<file path="config.mk">
export PLATFORM = sky130hd
export DESIGN_NAME = tx_scheduler_flat
export DESIGN_NICKNAME = d
export VERILOG_FILES = /design/src/rtl/tx_scheduler_pkg.sv /design/src/rtl/tx_scheduler_if.sv /design/src/rtl/tx_scheduler_rr_picker.sv /design/src/rtl/tx_scheduler.sv /design/src/flat_wrapper.sv
export SDC_FILE = /design/constraint.sdc
export NUM_CORES = 1
export LEC_CHECK = 0
export ABC_AREA = 1
export ABC_CLOCK_PERIOD_IN_PS = 2800
export BUFFER_PORTS_ARGS = -buffer_cell sky130_fd_sc_hd__buf_2
export CORE_MARGIN = 10
export CORE_UTILIZATION = 43
export CTS_CLUSTER_DIAMETER = 100
export CTS_CLUSTER_SIZE = 28
export DETAILED_ROUTE_END_ITERATION = 12
export HOLD_SLACK_MARGIN = 0.02
export PLACE_DENSITY = 0.72
export SYNTH_ARGS = -nofsm -noshare
export SYNTH_HDL_FRONTEND = slang
export SYNTH_SLANG_ARGS = --single-unit
</file>
<file path="constraint.sdc">
create_clock -name Clock -period 2.8 [get_ports Clock]
set_clock_uncertainty 0.05 [all_clocks]
set_input_delay 0.42 -clock Clock [delete_from_list [all_inputs] [get_ports Clock]]
set_output_delay 0.42 -clock Clock [all_outputs]
set_load 0.01 [all_outputs]
</file>
<file path="src/rtl/tx_scheduler_pkg.sv">
// Shared definitions for the tx scheduler: FSM encoding and the default
// frame length derived from the tx serialiser timing.
package tx_scheduler_pkg;

  // tx frame: start + 8 data + parity + stop, 16 clocks per bit
  localparam int TX_FRAME_BITS    = 11;
  localparam int TX_CLKS_PER_BIT  = 16;
  localparam int TX_FRAME_CYCLES  = TX_FRAME_BITS * TX_CLKS_PER_BIT;

  typedef enum logic [2:0] {
    ST_FLUSH = 3'd0,
    ST_IDLE  = 3'd1,
    ST_SEND  = 3'd2,
    ST_WAIT  = 3'd3,
    ST_GAP   = 3'd4
  } sched_state_e;

endpackage

</file>
<file path="src/rtl/tx_scheduler_if.sv">
// Client-side bus of the tx scheduler: requests/bytes in, grant status out.
interface tx_scheduler_if #(
  parameter int N_REQ = 3
);
  localparam int IDX_W = $clog2(N_REQ);

  logic [N_REQ-1:0]   Req;
  logic [8*N_REQ-1:0] DataIn;
  logic [N_REQ-1:0]   Ack;
  logic [N_REQ-1:0]   Done;
  logic               Send;
  logic [7:0]         PDataOut;
  logic [IDX_W-1:0]   GrantIdx;
  logic               Busy;

  modport master (
    output Req, DataIn,
    input  Ack, Done, Send, PDataOut, GrantIdx, Busy
  );

  modport slave (
    input  Req, DataIn,
    output Ack, Done, Send, PDataOut, GrantIdx, Busy
  );
endinterface

</file>
<file path="src/rtl/tx_scheduler_rr_picker.sv">
// Combinational round-robin picker: first set request after ptr, wrapping.
module rr_picker #(
  parameter int N_REQ = 3
) (
  input  logic [N_REQ-1:0]         req,
  input  logic [$clog2(N_REQ)-1:0] ptr,
  output logic                     valid,
  output logic [$clog2(N_REQ)-1:0] winner
);
  localparam int IDX_W = $clog2(N_REQ);

  logic [N_REQ-1:0] rot;

  // rotate so bit 0 is the requester just after ptr
  always_comb begin
    rot = '0;
    for (int k = 0; k < N_REQ; k++)
      rot[k] = req[IDX_W'((int'(ptr) + 1 + k) % N_REQ)];
  end

  // priority-encode lowest rotated bit, then map back to requester index
  always_comb begin
    valid  = |rot;
    winner = '0;
    for (int k = N_REQ - 1; k >= 0; k--)
      if (rot[k]) winner = IDX_W'((int'(ptr) + 1 + k) % N_REQ);
  end
endmodule

</file>
<file path="src/rtl/tx_scheduler.sv">
// Shares one tx serialiser among N_REQ requesters. Grants round-robin,
// holds Send for SEND_HOLD cycles, times the frame with a local counter
// (tx has no busy flag) and enforces an idle gap between frames.
module tx_scheduler
  import tx_scheduler_pkg::*;
#(
  parameter int N_REQ        = 3,
  parameter int SEND_HOLD    = 2,
  parameter int FRAME_CYCLES = TX_FRAME_CYCLES,
  parameter int GAP_CYCLES   = 2
) (
  input  logic           Clock,
  input  logic           Reset,
  tx_scheduler_if.slave  bus
);
  localparam int IDX_W = $clog2(N_REQ);
  localparam int CNT_W = $clog2(FRAME_CYCLES + GAP_CYCLES + 1);

  localparam logic [CNT_W-1:0] SEND_END  = CNT_W'(SEND_HOLD - 1);
  localparam logic [CNT_W-1:0] FRAME_END = CNT_W'(FRAME_CYCLES - 1);
  localparam logic [CNT_W-1:0] GAP_END   = CNT_W'(FRAME_CYCLES + GAP_CYCLES - 1);

  sched_state_e     state_q, state_d;
  logic [CNT_W-1:0] cnt_q, cnt_d;
  logic [IDX_W-1:0] ptr_q, ptr_d;
  logic [IDX_W-1:0] grant_q, grant_d;
  logic [N_REQ-1:0] ack_q, ack_d;
  logic [N_REQ-1:0] done_q, done_d;
  logic [7:0]       pdata_q, pdata_d;
  logic             send_q, send_d;
  logic             busy_q, busy_d;

  logic             pick_vld;
  logic [IDX_W-1:0] pick_idx;
  logic [7:0]       pick_byte;

  rr_picker #(.N_REQ(N_REQ)) u_pick (
    .req    (bus.Req),
    .ptr    (ptr_q),
    .valid  (pick_vld),
    .winner (pick_idx)
  );

  assign pick_byte = bus.DataIn[8*int'(pick_idx) +: 8];

  // next-state, counter and registered-output logic
  always_comb begin
    state_d = state_q;
    cnt_d   = cnt_q;
    ptr_d   = ptr_q;
    grant_d = grant_q;
    pdata_d = pdata_q;
    send_d  = send_q;
    busy_d  = busy_q;
    ack_d   = '0;
    done_d  = '0;
    unique case (state_q)
      // drain any frame tx started before reset; requests ignored
      ST_FLUSH: begin
        if (cnt_q == FRAME_END) begin
          state_d = ST_IDLE;
          cnt_d   = '0;
          busy_d  = 1'b0;
        end else begin
          cnt_d = cnt_q + 1'b1;
        end
      end
      ST_IDLE: begin
        if (pick_vld) begin
          state_d         = ST_SEND;
          pdata_d         = pick_byte;
          grant_d         = pick_idx;
          ptr_d           = pick_idx;
          ack_d[pick_idx] = 1'b1;
          send_d          = 1'b1;
          busy_d          = 1'b1;
          cnt_d           = '0;
        end
      end
      ST_SEND: begin
        cnt_d = cnt_q + 1'b1;
        if (cnt_q == SEND_END) begin
          send_d  = 1'b0;
          state_d = ST_WAIT;
        end
      end
      // counter keeps running from the Send rise so Done lands on t0+FRAME_CYCLES
      ST_WAIT: begin
        cnt_d = cnt_q + 1'b1;
        if (cnt_q == FRAME_END) begin
          done_d[grant_q] = 1'b1;
          if (GAP_CYCLES == 0) begin
            state_d = ST_IDLE;
            busy_d  = 1'b0;
            cnt_d   = '0;
          end else begin
            state_d = ST_GAP;
          end
        end
      end
      ST_GAP: begin
        cnt_d = cnt_q + 1'b1;
        if (cnt_q == GAP_END) begin
          state_d = ST_IDLE;
          busy_d  = 1'b0;
          cnt_d   = '0;
        end
      end
      default: begin
        state_d = ST_FLUSH;
        cnt_d   = '0;
        busy_d  = 1'b1;
      end
    endcase
  end

  // state and output registers, synchronous reset
  always_ff @(posedge Clock) begin
    if (Reset) begin
      state_q <= ST_FLUSH;
      cnt_q   <= '0;
      ptr_q   <= IDX_W'(N_REQ - 1);
      grant_q <= '0;
      pdata_q <= 8'h00;
      send_q  <= 1'b0;
      busy_q  <= 1'b1;
      ack_q   <= '0;
      done_q  <= '0;
    end else begin
      state_q <= state_d;
      cnt_q   <= cnt_d;
      ptr_q   <= ptr_d;
      grant_q <= grant_d;
      pdata_q <= pdata_d;
      send_q  <= send_d;
      busy_q  <= busy_d;
      ack_q   <= ack_d;
      done_q  <= done_d;
    end
  end

  assign bus.Send     = send_q;
  assign bus.PDataOut = pdata_q;
  assign bus.GrantIdx = grant_q;
  assign bus.Busy     = busy_q;
  assign bus.Ack      = ack_q;
  assign bus.Done     = done_q;
endmodule

</file>
<file path="src/flat_wrapper.sv">
// flat-port wrapper written by rule: the top's interface ports become plain ports
module tx_scheduler_flat import tx_scheduler_pkg::*;
#(
  parameter int N_REQ        = 3,
  parameter int SEND_HOLD    = 2,
  parameter int FRAME_CYCLES = TX_FRAME_CYCLES,
  parameter int GAP_CYCLES   = 2
)
  (Clock, Reset, bus_Req, bus_DataIn, bus_Ack, bus_Done, bus_Send, bus_PDataOut, bus_GrantIdx, bus_Busy);
  tx_scheduler_if #(.N_REQ(N_REQ)) bus_i ();
  input  logic Clock;
  input  logic Reset;
  input wire logic [$bits(bus_i.Req)-1:0] bus_Req;
  input wire logic [$bits(bus_i.DataIn)-1:0] bus_DataIn;
  output wire logic [$bits(bus_i.Ack)-1:0] bus_Ack;
  output wire logic [$bits(bus_i.Done)-1:0] bus_Done;
  output wire logic [$bits(bus_i.Send)-1:0] bus_Send;
  output wire logic [$bits(bus_i.PDataOut)-1:0] bus_PDataOut;
  output wire logic [$bits(bus_i.GrantIdx)-1:0] bus_GrantIdx;
  output wire logic [$bits(bus_i.Busy)-1:0] bus_Busy;
  assign bus_i.Req = bus_Req;
  assign bus_i.DataIn = bus_DataIn;
  assign bus_Ack = bus_i.Ack;
  assign bus_Done = bus_i.Done;
  assign bus_Send = bus_i.Send;
  assign bus_PDataOut = bus_i.PDataOut;
  assign bus_GrantIdx = bus_i.GrantIdx;
  assign bus_Busy = bus_i.Busy;
  tx_scheduler #(.N_REQ(N_REQ), .SEND_HOLD(SEND_HOLD), .FRAME_CYCLES(FRAME_CYCLES), .GAP_CYCLES(GAP_CYCLES)) u_core (.Clock(Clock), .Reset(Reset), .bus(bus_i));
endmodule
</file>
==> flow_summary.json, run 1 <==
{
  "status": "finished, final reports clean",
  "yosys-top-cells-area": "dfxtp_1, nand2_1, nand3_1",
  "dr_total_vias": 1825,
  "syn-num-nets": 313,
  "cap_violations": 0,
  "grt_usage": 0.123,
  "initial_core_util": 0.453,
  "max_slew_margin": 0.639,
  "drive_above_1_share": 0.229,
  "syn_to_final_growth_pct": 19.3,
  "core_area_um2": 4060,
  "ant_nets": 0,
  "synth_top_area_frac": 0.327,
  "clock-sinks": 30,
  "totalPowerFinal_uw": 1860,
  "clkLatencyLatePin_ns": 0.28,
  "postCtsHoldBufs": 0,
  "crit_slowest_cell": "dfxtp_1",
  "end_kind": "register",
  "path_class": "register to register",
  "drt_iter0_drc": 90,
  "final_common_cell": "nand2_1",
  "wl_per_cell_um": 12.0,
  "cp_cell_sequence": "inv_1 -> ha_1 -> nand3_2 -> nand3_4 -> inv_2 -> nand2_1 -> nand2_1 -> buf_4 -> clkinv_1 -> nand3_1 -> a21oi_1",
  "setup_viol": 0,
  "hold_slack_ns": 0.336,
  "ys_seq_area_frac": 0.327,
  "min-delay-path-class": "input port to register",
  "numCtsBuffers": 5,
  "worst_pin_slew_ns": 0.541,
  "yosys_warnings": 0,
  "cp_max_fo": 11,
  "synth_cell_types": 29,
  "cp-startpoint": "u_core.bus.GrantIdx[0]",
  "path_common_cell": "nand2_1",
  "fmax_mhz": 459,
  "die_h_um": 85.4,
  "cts_tree": "yes",
  "post_dp_cell_area_um2": 2080,
  "diodes": 0,
  "period_minus_slack_ns": 2.18,
  "utilization": 0.541,
  "yosys.area.top_type": "dfxtp_1",
  "cts-root-buf": "clkbuf_8",
  "mostFrequentLayoutCells": "nand2_1, inv_1, buf_2",
  "clkTransAtPathRegs_ns": 0.07,
  "syn_area_um2": 1840,
  "post_synth.cell_area_avg_um2": 6.59,
  "synthesis.instances": 279,
  "cp-start-kind": "register",
  "cp_top_family": "buffers and inverters",
  "io_pins": 47,
  "tns_ns": 0,
  "grt_max_degree": 21,
  "r2r_start": "u_core.bus.GrantIdx[0]",
  "clock_path_buffers": 2,
  "grt_pass1_wl_mm": 7.71,
  "slew_violations": 0,
  "wirelength_mm": 4.52,
  "final_net_count": 360,
  "port_buffers": 46,
  "antenna_found_initial": 0,
  "dr.pass1.iters": 4,
  "dieArea_um2": 7290,
  "dp_hpwl_mm": 3.49,
  "first_global_vias": 1794,
  "row_count": 23,
  "ys_ff_latch": 30,
  "drc_errors": 0,
  "cp.required_ns": 2.92,
  "crit_buf_inv": 4,
  "cts_resized": 0,
  "cpPeakStageDelay_ns": 0.36,
  "peakVddDrop_mv": 0.435,
  "post_cts_buffers": 0,
  "worstPathArrival_ns": 2.30,
  "hold_viol": 0,
  "die_w_um": 85.4,
  "hp-start": "Reset",
  "gp_congestion": 0.846,
  "vias_per_cell": 4.84,
  "finalCritPeriodShare": 0.778,
  "grt-ovfl-total": 0,
  "grt_setup_unrepaired": "false",
  "p_leak_uw": 0.00122,
  "htreeDepth": 2,
  "final_area_um2": 2190,
  "cellPowerDensity_nw_per_um2": 848
}
-- cell families after synthesis --
logic type / share of synthesized area
xor gates and xnor gates: 0.00953
and+or+nand+nor: 0.375
AOI/OAI and AO/OA: 0.116
adders and majority gates: 0.0340
DFF: 0.327
buffers and inverters: 0.139
-- state kept, by name, indices dropped and copies added, names as in the netlist --
signal,count
u_core.bus.PDataOut,8
u_core.bus.Ack,3
u_core.cnt_q,8
u_core.ptr_q,1
u_core.bus.Done,3
u_core.bus.Send,1
u_core.bus.GrantIdx,2
u_core.bus.Busy,1
u_core.state_q,3
-- per-stage QoR --
step / setup slack [ns] / cells
after floorplan: 0.982 / 279
after detailed placement: 0.632 / 369
final: 0.621 / 377
after global routing: 0.399 / 377
after CTS: 0.628 / 377
after global placement: 0.685 / 369
-- worst paths after layout --
check	end	slack, ns	cells after the start
setup / recovery	u_core.bus.PDataOut[5]	0.62	11
hold / removal	u_core.state_q[0]	0.34	2
setup reg to reg	u_core.bus.PDataOut[5]	0.62	11
hold reg to reg	u_core.bus.Busy	0.41	2
-- synthesized netlist by cell type --
cell,count
buf_4,2
a21boi_0,1
nand3_1,37
nor3_1,2
inv_2,4
a211oi_1,1
a21oi_1,26
nor2_4,1
nand2_1,65
buf_6,3
or2_1,1
nand2_2,5
o21a_1,1
nand3_4,2
ha_1,5
nand3_2,5
nor2_1,17
nand3b_1,1
dfxtp_1,30
a21oi_2,1
o21bai_1,1
xor2_1,2
o21ai_0,8
nand4_1,4
o21ai_1,1
nor3_2,2
clkinv_1,1
clkbuf_1,2
inv_1,48
-- routing by layer --
metal / global-route usage / vias up / part of all wire
met5: 0 / - / 0
met4: 0.0359 / 0 / 0.0099
met3: 0.0545 / 5 / 0.087
met2: 0.184 / 76 / 0.40
met1: 0.155 / 770 / 0.50
li1: - / 974 / -
-- report_power, final --
part	total [µW]	switching (µW)	internal (µW)
Combinational	898	586	311
Sequential	553	48.9	504
Clock	410	162	248
-- final cells by class --
type                            count  area [µm²]
Clock buffer                        8         110
Fill cell                         401        1860
Inverter                           53         199
Multi-Input combinational cell    189         983
Sequential cell                    30         601
Tap cell                           50        62.6
Timing Repair Buffer               47         238
No activity file was read; power rests on OpenSTA's default activity.
==> inputs of run 2 (changes only) <==
--- a/config.mk
+++ b/config.mk
@@ -6,7 +6,7 @@
 export NUM_CORES = 1
 export LEC_CHECK = 0
 export ABC_AREA = 1
-export ABC_CLOCK_PERIOD_IN_PS = 2800
+export ABC_CLOCK_PERIOD_IN_PS = 1800
 export BUFFER_PORTS_ARGS = -buffer_cell sky130_fd_sc_hd__buf_2
 export CORE_MARGIN = 10
 export CORE_UTILIZATION = 43
@@ -14,7 +14,7 @@
 export CTS_CLUSTER_SIZE = 28
 export DETAILED_ROUTE_END_ITERATION = 12
 export HOLD_SLACK_MARGIN = 0.02
-export PLACE_DENSITY = 0.72
+export PLACE_DENSITY = 0.75
 export SYNTH_ARGS = -nofsm -noshare
 export SYNTH_HDL_FRONTEND = slang
 export SYNTH_SLANG_ARGS = --single-unit
==> constraint.sdc (replaced) <==
create_clock -name Clock -period 1.8 [get_ports Clock]
set_clock_uncertainty 0.05 [all_clocks]
set_input_delay 0.27 -clock Clock [delete_from_list [all_inputs] [get_ports Clock]]
set_output_delay 0.27 -clock Clock [all_outputs]
set_load 0.01 [all_outputs]
==> flow_summary.json, run 2 (synthesized netlist as in run 1, its figures left out) <==
{
  "min-delay-path-class": "input port to register",
  "cts-root-buf": "clkbuf_8",
  "fmax_mhz": 557,
  "antenna_found_initial": 0,
  "row_count": 23,
  "grt_setup_unrepaired": "true",
  "drt_iter0_drc": 95,
  "wirelength_mm": 5.38,
  "cap_violations": 0,
  "numCtsBuffers": 5,
  "vias_per_cell": 4.97,
  "hp-start": "Reset",
  "core_area_um2": 4060,
  "end_kind": "register",
  "initial_core_util": 0.453,
  "peakVddDrop_mv": 0.808,
  "switchingPower_uw": 1580,
  "cellPowerDensity_nw_per_um2": 1380,
  "mostFrequentLayoutCells": "nand2_1, inv_1, buf_2",
  "utilization": 0.639,
  "period_minus_slack_ns": 1.80,
  "dp.cells": 383,
  "first_global_vias": 1995,
  "port_buffers": 46,
  "die_h_um": 85.4,
  "worst_pin_slew_ns": 0.546,
  "ant_nets": 0,
  "worstPathArrival_ns": 1.92,
  "grt-ovfl-total": 0,
  "post_dp_cell_area_um2": 2200,
  "wl_per_cell_um": 13.5,
  "hold_viol": 0,
  "place_ws_ns": -0.142,
  "path_class": "register to register",
  "die_w_um": 85.4,
  "dieArea_um2": 7290,
  "cp_max_fo": 6,
  "p_clk_frac": 0.159,
  "clock-sinks": 30,
  "setup_viol": 0,
  "slew_violations": 0,
  "dr_total_vias": 1989,
  "clock_path_buffers": 2,
  "diodes": 0,
  "syn_to_final_growth_pct": 40.9,
  "grt_usage": 0.141,
  "status": "finished, final reports clean",
  "io_pins": 47,
  "r2r_start": "u_core.ptr_q[1]",
  "max_slew_margin": 0.635,
  "gp_congestion": 0.842,
  "final_common_cell": "nand2_1",
  "grt_max_degree": 21,
  "drive_above_1_share": 0.377,
  "fin_cells": 400,
  "clkLatencyLatePin_ns": 0.28,
  "p_int_uw": 1980,
  "grt_pass1_wl_mm": 8.71,
  "dp_hpwl_mm": 3.73,
  "pwr-share-seq": 0.247,
  "final_net_count": 383,
  "drc_errors": 0,
  "netSwitchingFraction": 0.443,
  "final_area_um2": 2590,
  "cts_tree": "yes",
  "pwr-share-comb": 0.594,
  "timing.final.ws_setup_ns": 0.00432,
  "cp-startpoint": "u_core.ptr_q[1]",
  "finalCritPeriodShare": 0.998,
  "clkTransAtPathRegs_ns": 0.07,
  "htreeDepth": 2,
  "p_leak_uw": 0.00134,
  "dr.pass1.iters": 4,
  "cp.required_ns": 1.93,
  "hold_slack_ns": 0.190,
  "cp-start-kind": "register"
}
-- run 2: cell count changes in the layout (fill, tap and decap cells not counted), moves of 5 or more --
cell | previous run | this run
buf_6 | 0 | 5
buf_4 | 1 | 18
a21oi_1 | 26 | 19
o21ai_0 | 8 | 3
nand2_1 | 65 | 59
nand3_1 | 37 | 32
nor2_1 | 17 | 12
nand3_4 | 2 | 8
a21oi_2 | 1 | 7
-- run 2: repair_timing --
item	in CTS	in global routing
pin swaps	10	15
hold buffers	0	0
hold endpoints to repair	0	0
cloned	1	0
setup endpoints to repair	23	28
setup buffers	6	3
resized for setup	24	39
-- run 2: area by class of cell --
class                      instances  area, µm²
timing repair buffer              69        422
clock buffer                       7       86.3
clock inverter                     1       5.00
multi-input combinational        190       1200
inverter                          53        210
fill                             329       1470
sequential                        30        608
tap                               50       62.6
-- run 2: worst max-delay path: stages (launching register included) --
cell and delay [ns]:
dfxtp_2 0.33, buf_6 0.11, ha_4 0.29, inv_6 0.05, nand3_4 0.06, nand3_4 0.10
nor2_4 0.17, nand3_4 0.14, buf_6 0.17, nand2_2 0.06, nand2_1 0.05, nand2_1 0.06
a21oi_1 0.04
-- run 2: path summary, 6_finish.rpt --
path / endpoint / slack (ns) / cells past startpoint
worst min register to register: u_core.bus.Send / 0.42 / 2
worst min-delay path: u_core.state_q[1] / 0.19 / 2
worst max-delay path: u_core.cnt_q[2] / 0.004 / 12
worst max register to register: u_core.cnt_q[2] / 0.004 / 12
-- run 2: stage by stage --
stage	TNS (ns)	total power, µW
final	0	3560
after global routing	-1.73	3810
after CTS	-0.0602	3320
after detailed placement	-1.75	2490
after global placement	-1.46	2470
after floorplan	0	1990
-- run 2: power by group through the flow --
stage	combinational [µW]	sequential [µW]	clock [µW]
after floorplan	1090	900	0
after global placement	1600	869	0
after detailed placement	1620	872	0
after CTS	1890	863	574
after global routing	2320	891	605
final	2120	881	567
-- run 2: metal layers --
layer / GRT usage / part of all wire / vias to the layer above / wire length [µm]
li1: - / - / 1031 / -
met1: 0.159 / 0.44 / 876 / 2350
met2: 0.233 / 0.47 / 74 / 2510
met3: 0.0621 / 0.080 / 8 / 428
met4: 0.0389 / 0.017 / 0 / 91
met5: 0 / 0 / - / 0
